`config.mk`:
```
export PLATFORM = sky130hd
export DESIGN_NAME = shift_add_multiplier
export DESIGN_NICKNAME = d
export VERILOG_FILES = /design/src/rtl/shift_add_multiplier.sv
export SDC_FILE = /design/constraint.sdc
export NUM_CORES = 1
export LEC_CHECK = 0
export CAP_MARGIN = 10
export CORE_ASPECT_RATIO = 0.6
export CORE_MARGIN = 2
export CORE_UTILIZATION = 50
export CTS_BUF_LIST = sky130_fd_sc_hd__clkbuf_8 sky130_fd_sc_hd__clkbuf_16
export CTS_CLUSTER_DIAMETER = 30
export DETAILED_ROUTE_END_ITERATION = 12
export PLACE_DENSITY = 0.74
export SYNTH_ARGS = -nofsm -noshare
export SYNTH_HDL_FRONTEND = slang
export SYNTH_SLANG_ARGS = --single-unit
```
`constraint.sdc`:
```
create_clock -name clk -period 2.95 [get_ports clk]
set_input_delay 0.4425 -clock clk [delete_from_list [all_inputs] [get_ports clk]]
set_output_delay 0.4425 -clock clk [all_outputs]
set_load 0.02 [all_outputs]
```
`src/rtl/shift_add_multiplier.sv`:
```
// Iterative unsigned shift-and-add multiplier: one conditional add per clock,
// fixed B_WIDTH-cycle latency, start/busy/done handshake.
module shift_add_multiplier #(
    parameter int  A_WIDTH = 6,
    parameter int  B_WIDTH = 5,
    localparam int P_WIDTH = A_WIDTH + B_WIDTH
) (
    input  logic               clk,
    input  logic               rst,
    input  logic               start,
    input  logic [A_WIDTH-1:0] a_in,
    input  logic [B_WIDTH-1:0] b_in,
    output logic               busy,
    output logic               done,
    output logic [P_WIDTH-1:0] product
);

    localparam int CNT_W = (B_WIDTH > 1) ? $clog2(B_WIDTH) : 1;
    localparam logic [CNT_W-1:0] LAST = CNT_W'(B_WIDTH - 1);

    typedef enum logic [1:0] {
        IDLE = 2'd0,
        CALC = 2'd1,
        DONE = 2'd2
    } state_t;

    state_t             state_q, state_d;
    logic [P_WIDTH-1:0] acc_q, acc_d;
    logic [P_WIDTH-1:0] mcand_q, mcand_d;
    logic [B_WIDTH-1:0] mplier_q, mplier_d;
    logic [CNT_W-1:0]   count_q, count_d;
    logic [P_WIDTH-1:0] product_q, product_d;
    logic [P_WIDTH-1:0] acc_sum;

    always_ff @(posedge clk) begin
        if (rst) begin
            state_q   <= IDLE;
            acc_q     <= '0;
            mcand_q   <= '0;
            mplier_q  <= '0;
            count_q   <= '0;
            product_q <= '0;
        end else begin
            state_q   <= state_d;
            acc_q     <= acc_d;
            mcand_q   <= mcand_d;
            mplier_q  <= mplier_d;
            count_q   <= count_d;
            product_q <= product_d;
        end
    end

    always_comb begin
        state_d   = state_q;
        acc_d     = acc_q;
        mcand_d   = mcand_q;
        mplier_d  = mplier_q;
        count_d   = count_q;
        product_d = product_q;
        // The sum cannot overflow: the full product always fits in P_WIDTH bits.
        acc_sum   = acc_q + (mplier_q[0] ? mcand_q : '0);

        case (state_q)
            IDLE: begin
                if (start) begin
                    mcand_d   = P_WIDTH'(a_in);
                    mplier_d  = b_in;
                    acc_d     = '0;
                    count_d   = '0;
                    product_d = '0;
                    state_d   = CALC;
                end
            end
            CALC: begin
                acc_d    = acc_sum;
                mcand_d  = mcand_q << 1;
                mplier_d = mplier_q >> 1;
                count_d  = count_q + CNT_W'(1);
                // No early exit on a zero multiplier; latency stays fixed.
                if (count_q == LAST) begin
                    product_d = acc_sum;
                    state_d   = DONE;
                end
            end
            DONE: begin
                state_d = IDLE;
            end
            default: begin
                state_d = IDLE;
            end
        endcase
    end

    assign busy    = (state_q == CALC);
    assign done    = (state_q == DONE);
    assign product = product_q;

endmodule

```
==> metrics, run 1 <==
postcts setup bufs=0; Critical Path AT=2.72 ns; logic gate share of total power=13.6%; Setup crit start kind=flip-flop; top cells by count, synth=43 x dfxtp_1, 29 x nor2_1, 25 x a21oi_1; cts hold-fix bufs=0; vias=1962; gr ovfl total=0; achievable clock frequency=0.395 GHz; largest net degree at the start of global routing=29; Synth top area share=38.1%; Compound-Gate Fraction of Synth Area=24.4%; first-pass GRT wire length=8800 um; Final GP Congestion=0.884; post-DR vias/cell=5.72; crit share post-route=85.7%; Max Cap Viol=0; vias in the first global route=1786; IO Port Bufs=26; Peak VDD IR=0.000279 V; CP delay by family, top=compound AO/OA/AOI/OAI gates; mux share of post-synthesis cell area=0.499%; FF+latch count, synth=43; CP endpoint kind=flip-flop; TritonCTS Sinks=43; final setup margin=0.421 ns; I/O pin cnt=27; RSZ-0062 raised after global routing=no; clock buffer depth=2; Main synth FF type=dfxtp_1; die height=56.0 um; Worst EP required=3.14 ns; Simple-Gate Fraction of Synth Area=23.0%; Residual DRC=0; relative slew slack=59.2%; area leader, netlist=dfxtp_1; initial DRC count=93; asr flop ratio synth=0%; Synth Cell Area=2260 um2; initial antenna violation count=0; HPWL after DPL=3690 um; area delta synth->final=18.6%; Synth Area in Adders=7.54%; Placed Instance Area=2580 um2; CP Cell Sequence=and2_1 > ha_1 > fa_1 > a21o_1 > a221o_2 > a21boi_2 > nor4_1 > a311o_1; outcome=finished clean; Cell Int Power=882 uW; hold_ws=0.457 ns; Setup-failing EPs final=0; pre-CTS setup slack=0.449 ns; Unique masters post-synth=44; Mapped Nets=286; register share of total power=51.9%; Tmin final=2.53 ns; max-slew violation count=0; Die X=90.7 um; Hold Fails Final Rpt=0; worst slew pin tran=0.611 ns; Core Box Area=4210 um2; most instantiated library cell after synthesis=dfxtp_1; Clock Latency Late Sink=0.30 ns; largest family of logic cells by synthesized area=compound AO/OA/AOI/OAI gates; CTS Root Cell=clkbuf_8; gate count after technology mapping=259; CTS buffer count=5; routing usage on met2=30.5%; total power=1190 uW; clock share of power=34.5%; Synth Area in XOR/XNOR=2.72%; highest-delay cell along the critical path=dfxtp_1; share of cells above drive strength 1=12.0%; post-route ant nets=0; sequential fraction of the synthesis area=38.1%; Switch Pwr=309 uW; power per standard cell area=445 nW/um2; met3 Usage GRT=5.42%; gr usage total=21.8%; Detailed Route WL=5220 um; CTS tree=built; Slowest Stage Delay on Critical Path=0.41 ns; diodes inserted=0; Nets=309; met1 Use GR=32.4%; Setup TNS Final=0 ns; Initial Utilization=53.6%; row count=18; switch share=26.0%; Setup Skew=0.00473 ns; leakage=0.00114 uW; Pre-antenna DRT Iters=5; Clock transition at path regs=0.08 ns; number of flops mapped to enable cells by yosys=0; Setup CP Type=reg -> reg; most used routing layer=met1; Max Fanout on Critical Path=12; worst hold path class=reg -> reg; Avg Synthesized Cell Area=8.71 um2; post_cts resized=0; Worst Path Buf+Inv=0; die area=5090 um2; H-tree levels=2; wire per inst=15.2 um; final instance area=2680 um2; Warnings, synthesis=0; ranking of synthesized cells by area=dfxtp_1 38%, ha_1 6.7%, a21oi_1 5.5%
## routing by layer
metal,vias up,wire length (um)
li1,986,-
met1,927,2860
met2,41,2020
met3,8,275
met4,0,65
met5,-,0
## state kept, by name, indices dropped and copies added (netlist names)
name and cells:
mcand_q 11, state_q 2, product 11, count_q 3, mplier_q 5, acc_q 11
## final cells by class
type / instances / area (um2)
flip-flops and latches: 43 / 861
inverters: 4 / 15.0
repair buffers: 33 / 313
multi-input cells: 195 / 1310
well taps: 60 / 75.1
clock buffers: 7 / 96.3
clock inverters: 1 / 3.75
fillers: 390 / 1540
## worst reg2reg max path, stage by stage (launching register included)
cell	delay, ns
dfxtp_1	0.41
and2_1	0.19
ha_1	0.21
fa_1	0.41
a21o_1	0.21
a221o_2	0.40
a21boi_2	0.20
nor4_1	0.06
a311o_1	0.32
## logic make-up after synthesis
family / count (synthesis)
muxes: 1
and+or+nand+nor: 100
adders and majority gates: 13
DFF: 43
AOI/OAI and AO/OA: 74
xor gates and xnor gates: 7
buffers and inverters: 21
## power by group through the flow
stage | logic [uW] | clock network (uW) | registers [uW]
floorplan | 110 | 0 | 624
global placement | 158 | 0 | 631
detailed placement | 161 | 0 | 630
CTS | 161 | 418 | 617
global route | 180 | 442 | 621
finish | 162 | 411 | 618
## placed cells by master (no fill, tap or decap), types with 4 or more instances in the layout
cell type	n
a21o_1	6
a21oi_1	25
a22oi_1	11
and2_1	12
and3_1	5
buf_4	7
clkbuf_8	7
clkdlybuf4s50_1	26
dfxtp_1	43
ha_1	12
inv_1	5
nand2_1	15
nand3_1	11
nor2_1	29
nor2b_1	13
o21ai_0	4
o221a_2	9
xor2_1	4
## metrics by stage
| stage | cells | utilization [%] |
|---|---|---|
| 3_3_place_gp | 335 | 61.2 |
| 3_5_place_dp | 335 | 61.2 |
| 4_1_cts | 343 | 63.5 |
| 2_1_floorplan | 259 | - |
| 6_report | 343 | 63.5 |
| 5_1_grt | 343 | 63.5 |
## path summary, 6_finish.rpt
check	from	to	slack, ns	depth (start not counted)
max	mplier_q[0]	acc_q[8]	0.42	8
min	product[6]	product[6]	0.46	2
min reg2reg	product[6]	product[6]	0.46	2
max reg2reg	mplier_q[0]	acc_q[8]	0.42	8
No activity file was read; power rests on OpenSTA's default activity.
==> run 2: changes to the inputs <==
--- a/config.mk
+++ b/config.mk
@@ -7,12 +7,12 @@
 export LEC_CHECK = 0
 export CAP_MARGIN = 10
 export CORE_ASPECT_RATIO = 0.6
-export CORE_MARGIN = 2
-export CORE_UTILIZATION = 50
+export CORE_MARGIN = 5
+export CORE_UTILIZATION = 45
 export CTS_BUF_LIST = sky130_fd_sc_hd__clkbuf_8 sky130_fd_sc_hd__clkbuf_16
 export CTS_CLUSTER_DIAMETER = 30
 export DETAILED_ROUTE_END_ITERATION = 12
-export PLACE_DENSITY = 0.74
+export PLACE_DENSITY = 0.68
 export SYNTH_ARGS = -nofsm -noshare
 export SYNTH_HDL_FRONTEND = slang
 export SYNTH_SLANG_ARGS = --single-unit
==> run 2 against run 1 <==
  * Cell count rose by 2.3%
  * Combinational power barely moved
  * Critical path type unchanged
  * Die area rose by 29%
==> metrics, run 2 (same netlist as run 1, synthesis figures left out) <==
CP delay by family, top=compound AO/OA/AOI/OAI gates; gr usage total=16.4% (-5.3 points); commonest non-fill, non-tap cells in the layout=43 x dfxtp_1, 29 x nor2_1, 26 x clkdlybuf4s50_1, 25 x a21oi_1, 15 x nand2_1; largest net degree at the start of global routing=26 (-10%); wire per inst=14.6 um (-4.1%); Hold Fails Final Rpt=0 (unchanged); register share of total power=54.4% (+2.5 points); Critical Path AT=2.68 ns (-0.04 ns); CP Cell Sequence=and2_1 > ha_1 > fa_1 > a21o_1 > a221o_2 > a21boi_2 > nor4_1 > a311o_1; worst hold stages=2 (unchanged); CTS Root Cell=clkbuf_8; switch share=26.7% (+0.71 points); I/O pin cnt=27 (unchanged); diodes inserted=0 (unchanged); max-slew violation count=0 (unchanged); Worst Path Buf+Inv=0 (unchanged); leakage=0.00114 uW (+0.39%); initial DRC count=102 (+9.7%); worst hold path class=reg -> reg; postcts setup bufs=0 (unchanged); hold_ws=0.457 ns (-0.000160 ns); Worst Reg-to-Reg Cells=8 (unchanged); HPWL after DPL=3750 um (+1.7%); worst slew pin tran=0.522 ns (-0.0896 ns); highest-delay cell along the critical path=fa_1; IO Port Bufs=26 (unchanged); number of cells on the critical path=8 (unchanged); initial antenna violation count=0 (unchanged); pre-CTS setup slack=0.472 ns (+0.0237 ns); Post-Place Cells=343 (+2.4%); Slowest Stage Delay on Critical Path=0.42 ns (about the same); die area=6580 um2 (+29%); Setup TNS Final=0 ns (unchanged); power per standard cell area=424 nW/um2 (-4.7%); Worst EP required=3.13 ns (about the same); Cell Int Power=834 uW (-5.4%); CP endpoint kind=flip-flop; share of cells above drive strength 1=12.3% (+0.27 points); routing usage on met2=23.0% (-7.5 points); relative slew slack=65.0% (+5.7 points); most used routing layer=met1; clock buffer depth=2 (unchanged); Setup Skew=0.00451 ns (-0.000220 ns); Setup CP Type=reg -> reg; Clock transition at path regs=0.08 ns (about the same); logic gate share of total power=14.3% (+0.7 points); Peak VDD IR=0.000243 V (-13%); Setup-failing EPs final=0 (unchanged); post_cts resized=0 (unchanged); CTS buffer count=5 (unchanged); vias in the first global route=1769 (-0.95%); Max Fanout on Critical Path=12 (unchanged); met1 Use GR=25.8% (-6.6 points); Residual DRC=0 (unchanged); final core occ=54.1% (-9.5 points); Core Box Area=4950 um2 (+18%); post-DR vias/cell=5.48 (-4.1%); cts hold-fix bufs=0 (unchanged); Max Cap Viol=0 (unchanged); post-route ant nets=0 (unchanged); die height=64.9 um (+16%); Setup crit start kind=flip-flop; Nets=311 (+0.65%); TritonCTS Sinks=43 (unchanged); Final GP Congestion=0.885 (+0.17%); row count=20 (+2); RSZ-0062 raised after global routing=no; crit share post-route=84.6% (-1.1 points); achievable clock frequency=0.401 GHz (+1.3%); first-pass GRT wire length=8690 um (-1.2%); CTS tree=built; Tmin final=2.50 ns (-0.0334 ns); vias=1925 (-1.9%); Pre-antenna DRT Iters=4 (-1); Die X=101 um (+12%); final setup margin=0.455 ns (+0.0334 ns); commonest non-fill, non-tap cell in the layout=dfxtp_1; Initial Utilization=45.6% (-8.0 points); outcome=finished clean; post-route insts no fill=351 (+2.3%); met3 Usage GRT=3.66% (-1.8 points); Clock Latency Late Sink=0.29 ns (about the same); clock share of power=31.3% (-3.2 points); gr ovfl total=0 (unchanged); Detailed Route WL=5120 um (-1.9%); Switch Pwr=303 uW (-1.9%); H-tree levels=2 (unchanged); area delta synth->final=18.7%
## run 2: layout make-up
cell class,instances,area [um2]
clock buffers,5,68.8
fillers,485,2270
well taps,66,82.6
multi-input cells,195,1310
repair buffers,35,328
flip-flops and latches,43,861
inverters,4,15.0
clock inverters,3,12.5
## run 2: routing by layer
layer / share of wire (%) / vias up
met2: 40 / 49
li1: - / 982
met5: 0 / -
met3: 7.0 / 2
met1: 53 / 892
met4: 0.31 / 0
## run 2: power by group through the flow
stage / sequential [uW] / clock (uW) / combinational, uW
after detailed placement: 632 / 0 / 163
after floorplan: 624 / 0 / 110
after global placement: 632 / 0 / 161
after CTS: 619 / 365 / 164
after global routing: 623 / 396 / 179
final: 619 / 356 / 163
## run 2: final timing paths
kind,start,end,slack (ns)
worst max-delay path,mplier_q[0],acc_q[8],0.45
worst min-delay path,product[1],product[1],0.46
worst max register to register,mplier_q[0],acc_q[8],0.45
worst min register to register,product[1],product[1],0.46
## run 2: through the flow
| step | power (uW) | area, um2 |
|---|---|---|
| floorplan | 734 | 2260 |
| global placement | 793 | 2600 |
| detailed placement | 795 | 2600 |
| CTS | 1150 | 2680 |
| global route | 1200 | 2680 |
| finish | 1140 | 2680 |
## run 2: worst register-to-register path, cell delays in order (launching register included)
cell and delay, ns:
dfxtp_1 0.40, and2_1 0.18, ha_1 0.20, fa_1 0.42, a21o_1 0.22, a221o_2 0.39
a21boi_2 0.19, nor4_1 0.08, a311o_1 0.32
==> run 3: changes to the inputs <==
==> constraint.sdc (replaced) <==
create_clock -name clk -period 2.3 [get_ports clk]
set_input_delay 0.345 -clock clk [delete_from_list [all_inputs] [get_ports clk]]
set_output_delay 0.345 -clock clk [all_outputs]
set_load 0.02 [all_outputs]
==> run 3 against run 2 <==
  * Critical path depth did not move
  * Combinational power rose by 34%
  * Clock-buffer cell count rose by 2
  * Sequential share of layout area fell by 0.93 points
  * Fmax rose by 9.7%
  * Final area rose by 3.1%
  * Utilization rose by 1.7 points
  * Total power rose by 35%
  * Largest cell class unchanged
==> metrics, run 3 (same netlist as run 1, synthesis figures left out) <==
fillcell total=472 (-2.7%); Pre-antenna DRT Iters=4 (unchanged); Worst EP required=2.49 ns (-0.64 ns); Setup crit start kind=flip-flop; Core Box Area=4950 um2 (unchanged); post-route ant nets=0 (unchanged); CTS tree=built; Final GP Congestion=0.857 (-3.2%); row count=20 (unchanged); Peak VDD IR=0.000438 V (+80%); achievable clock frequency=0.439 GHz (+9.7%); gr ovfl total=0 (unchanged); vias=1952 (+1.4%); die area=6580 um2 (unchanged); Setup CP Type=reg -> reg; Clock Latency Late Sink=0.29 ns (about the same); CP delay by family, top=compound AO/OA/AOI/OAI gates; final instance area=2760 um2 (+3.1%); CTS buffer count=5 (unchanged); HPWL after DPL=3820 um (+1.8%); outcome=finished clean; vias in the first global route=1834 (+3.7%); Initial Utilization=45.6% (unchanged); I/O pin cnt=27 (unchanged); leakage=0.00117 uW (+2.2%); share of cells above drive strength 1=15.6% (+3.3 points); initial antenna violation count=0 (unchanged); power per standard cell area=554 nW/um2 (+31%); initial DRC count=96 (-5.9%); first-pass GRT wire length=8990 um (+3.4%); Tmin final=2.28 ns (-0.220 ns); Setup-failing EPs final=0 (unchanged); highest-delay cell along the critical path=a221o_2; Max Cap Viol=0 (unchanged); Residual DRC=0 (unchanged); relative slew slack=70.9% (+5.9 points); hold_ws=0.461 ns (+0.00430 ns); Clock transition at path regs=0.08 ns (about the same); Slowest Stage Delay on Critical Path=0.41 ns (about the same); die height=64.9 um (unchanged); IO Port Bufs=26 (unchanged); TritonCTS Sinks=43 (unchanged); CP endpoint kind=flip-flop; wire per inst=14.8 um (+1.4%); Setup TNS Final=0 ns (unchanged); Setup Skew=0.00745 ns (+0.00294 ns); Max Fanout on Critical Path=5 (-7); post-route insts no fill=354 (+0.85%); Detailed Route WL=5240 um (+2.3%); Worst Path Buf+Inv=0 (unchanged); final setup margin=0.0244 ns (-0.430 ns); commonest non-fill, non-tap cells in the layout=42 x dfxtp_1, 29 x nor2_1, 26 x clkdlybuf4s50_1, 24 x a21oi_1, 15 x nand2_1; worst hold stages=2 (unchanged); commonest non-fill, non-tap cell in the layout=dfxtp_1; post-DR vias/cell=5.51 (+0.54%); area delta synth->final=22.5%; Nets=314 (+0.96%); CP Cell Sequence=and2_4 > ha_4 > fa_2 > a21o_1 > a221o_2 > a31oi_4 > nor4b_1 > a311o_1; pre-CTS setup slack=0.0217 ns (-0.451 ns); H-tree levels=2 (unchanged); CTS Root Cell=clkbuf_8; worst hold path class=reg -> reg; diodes inserted=0 (unchanged); max-slew violation count=0 (unchanged); Die X=101 um (unchanged); RSZ-0062 raised after global routing=yes; Post-Place Cells=345 (+0.58%); worst slew pin tran=0.433 ns (-0.0883 ns); Worst Reg-to-Reg Cells=8 (unchanged); largest net degree at the start of global routing=26 (unchanged); gr usage total=17.3% (+0.84 points); Placed Instance Area=2630 um2 (+1.3%); clock buffer depth=2 (unchanged); crit share post-route=98.9% (+14 points); number of cells on the critical path=8 (unchanged); Critical Path AT=2.47 ns (-0.21 ns); Hold Fails Final Rpt=0 (unchanged)
[run 3: cell count changes in the layout (fill, tap and decap cells not counted), sizes merged]
cell / change
inv: -1
clkbuf: +2
clkinv: -1
buf: +3
[run 3: stage by stage]
step / power [uW] / utilization, %
6_report: 1530 / 55.8
5_1_grt: 1620 / 55.8
4_1_cts: 1540 / 55.2
3_5_place_dp: 1020 / 53.1
3_3_place_gp: 1020 / 53.1
2_1_floorplan: 947 / -
[run 3: area by class of cell]
cell class                 count  area (um2)  share of cell area (%)
sequential                    43         862                    31.2
clock inverter                 1        3.75                   0.136
inverter                       4        15.0                   0.543
clock buffer                   7        96.3                    3.49
tap                           66        82.6                    2.99
timing repair buffer          38         350                    12.7
multi-input combinational    195        1350                    49.0
[run 3: worst register-to-register path: stages, from the launching register on]
cell     delay, ns
dfxtp_2       0.34
and2_4        0.16
ha_4          0.16
fa_2          0.37
a21o_1        0.19
a221o_2       0.41
a31oi_4       0.21
nor4b_1       0.07
a311o_1       0.27
[run 3: layer usage]
metal | GRT usage (%) | part of all wire [%]
met3 | 4.19 | 2.8
met4 | 4.98 | 0.99
met5 | 0 | 0
met2 | 24.3 | 41
met1 | 25.8 | 55
[run 3: path summary, 6_finish.rpt]
check               from    endpoint  slack [ns]
max          mplier_q[0]   acc_q[10]        0.02
min           product[1]  product[1]        0.46
min reg2reg   product[1]  product[1]        0.46
max reg2reg  mplier_q[0]   acc_q[10]        0.02
[run 3: timing repair]
| item | in CTS | in global routing |
|---|---|---|
| endpoints found under the hold margin | 0 | 0 |
| hold buffers | 0 | 0 |
| buffers inserted | 0 | 1 |
| gates resized for setup | 0 | 3 |
| setup endpoints to repair | 0 | 6 |
[run 3: where the power goes]
part           leakage, uW  internal, uW  total, uW  switching (uW)
Combinational     0.000760          98.7        219             120
Clock            0.0000557           270        523             253
Sequential        0.000350           771        790            19.2
Total              0.00117          1140       1530             393
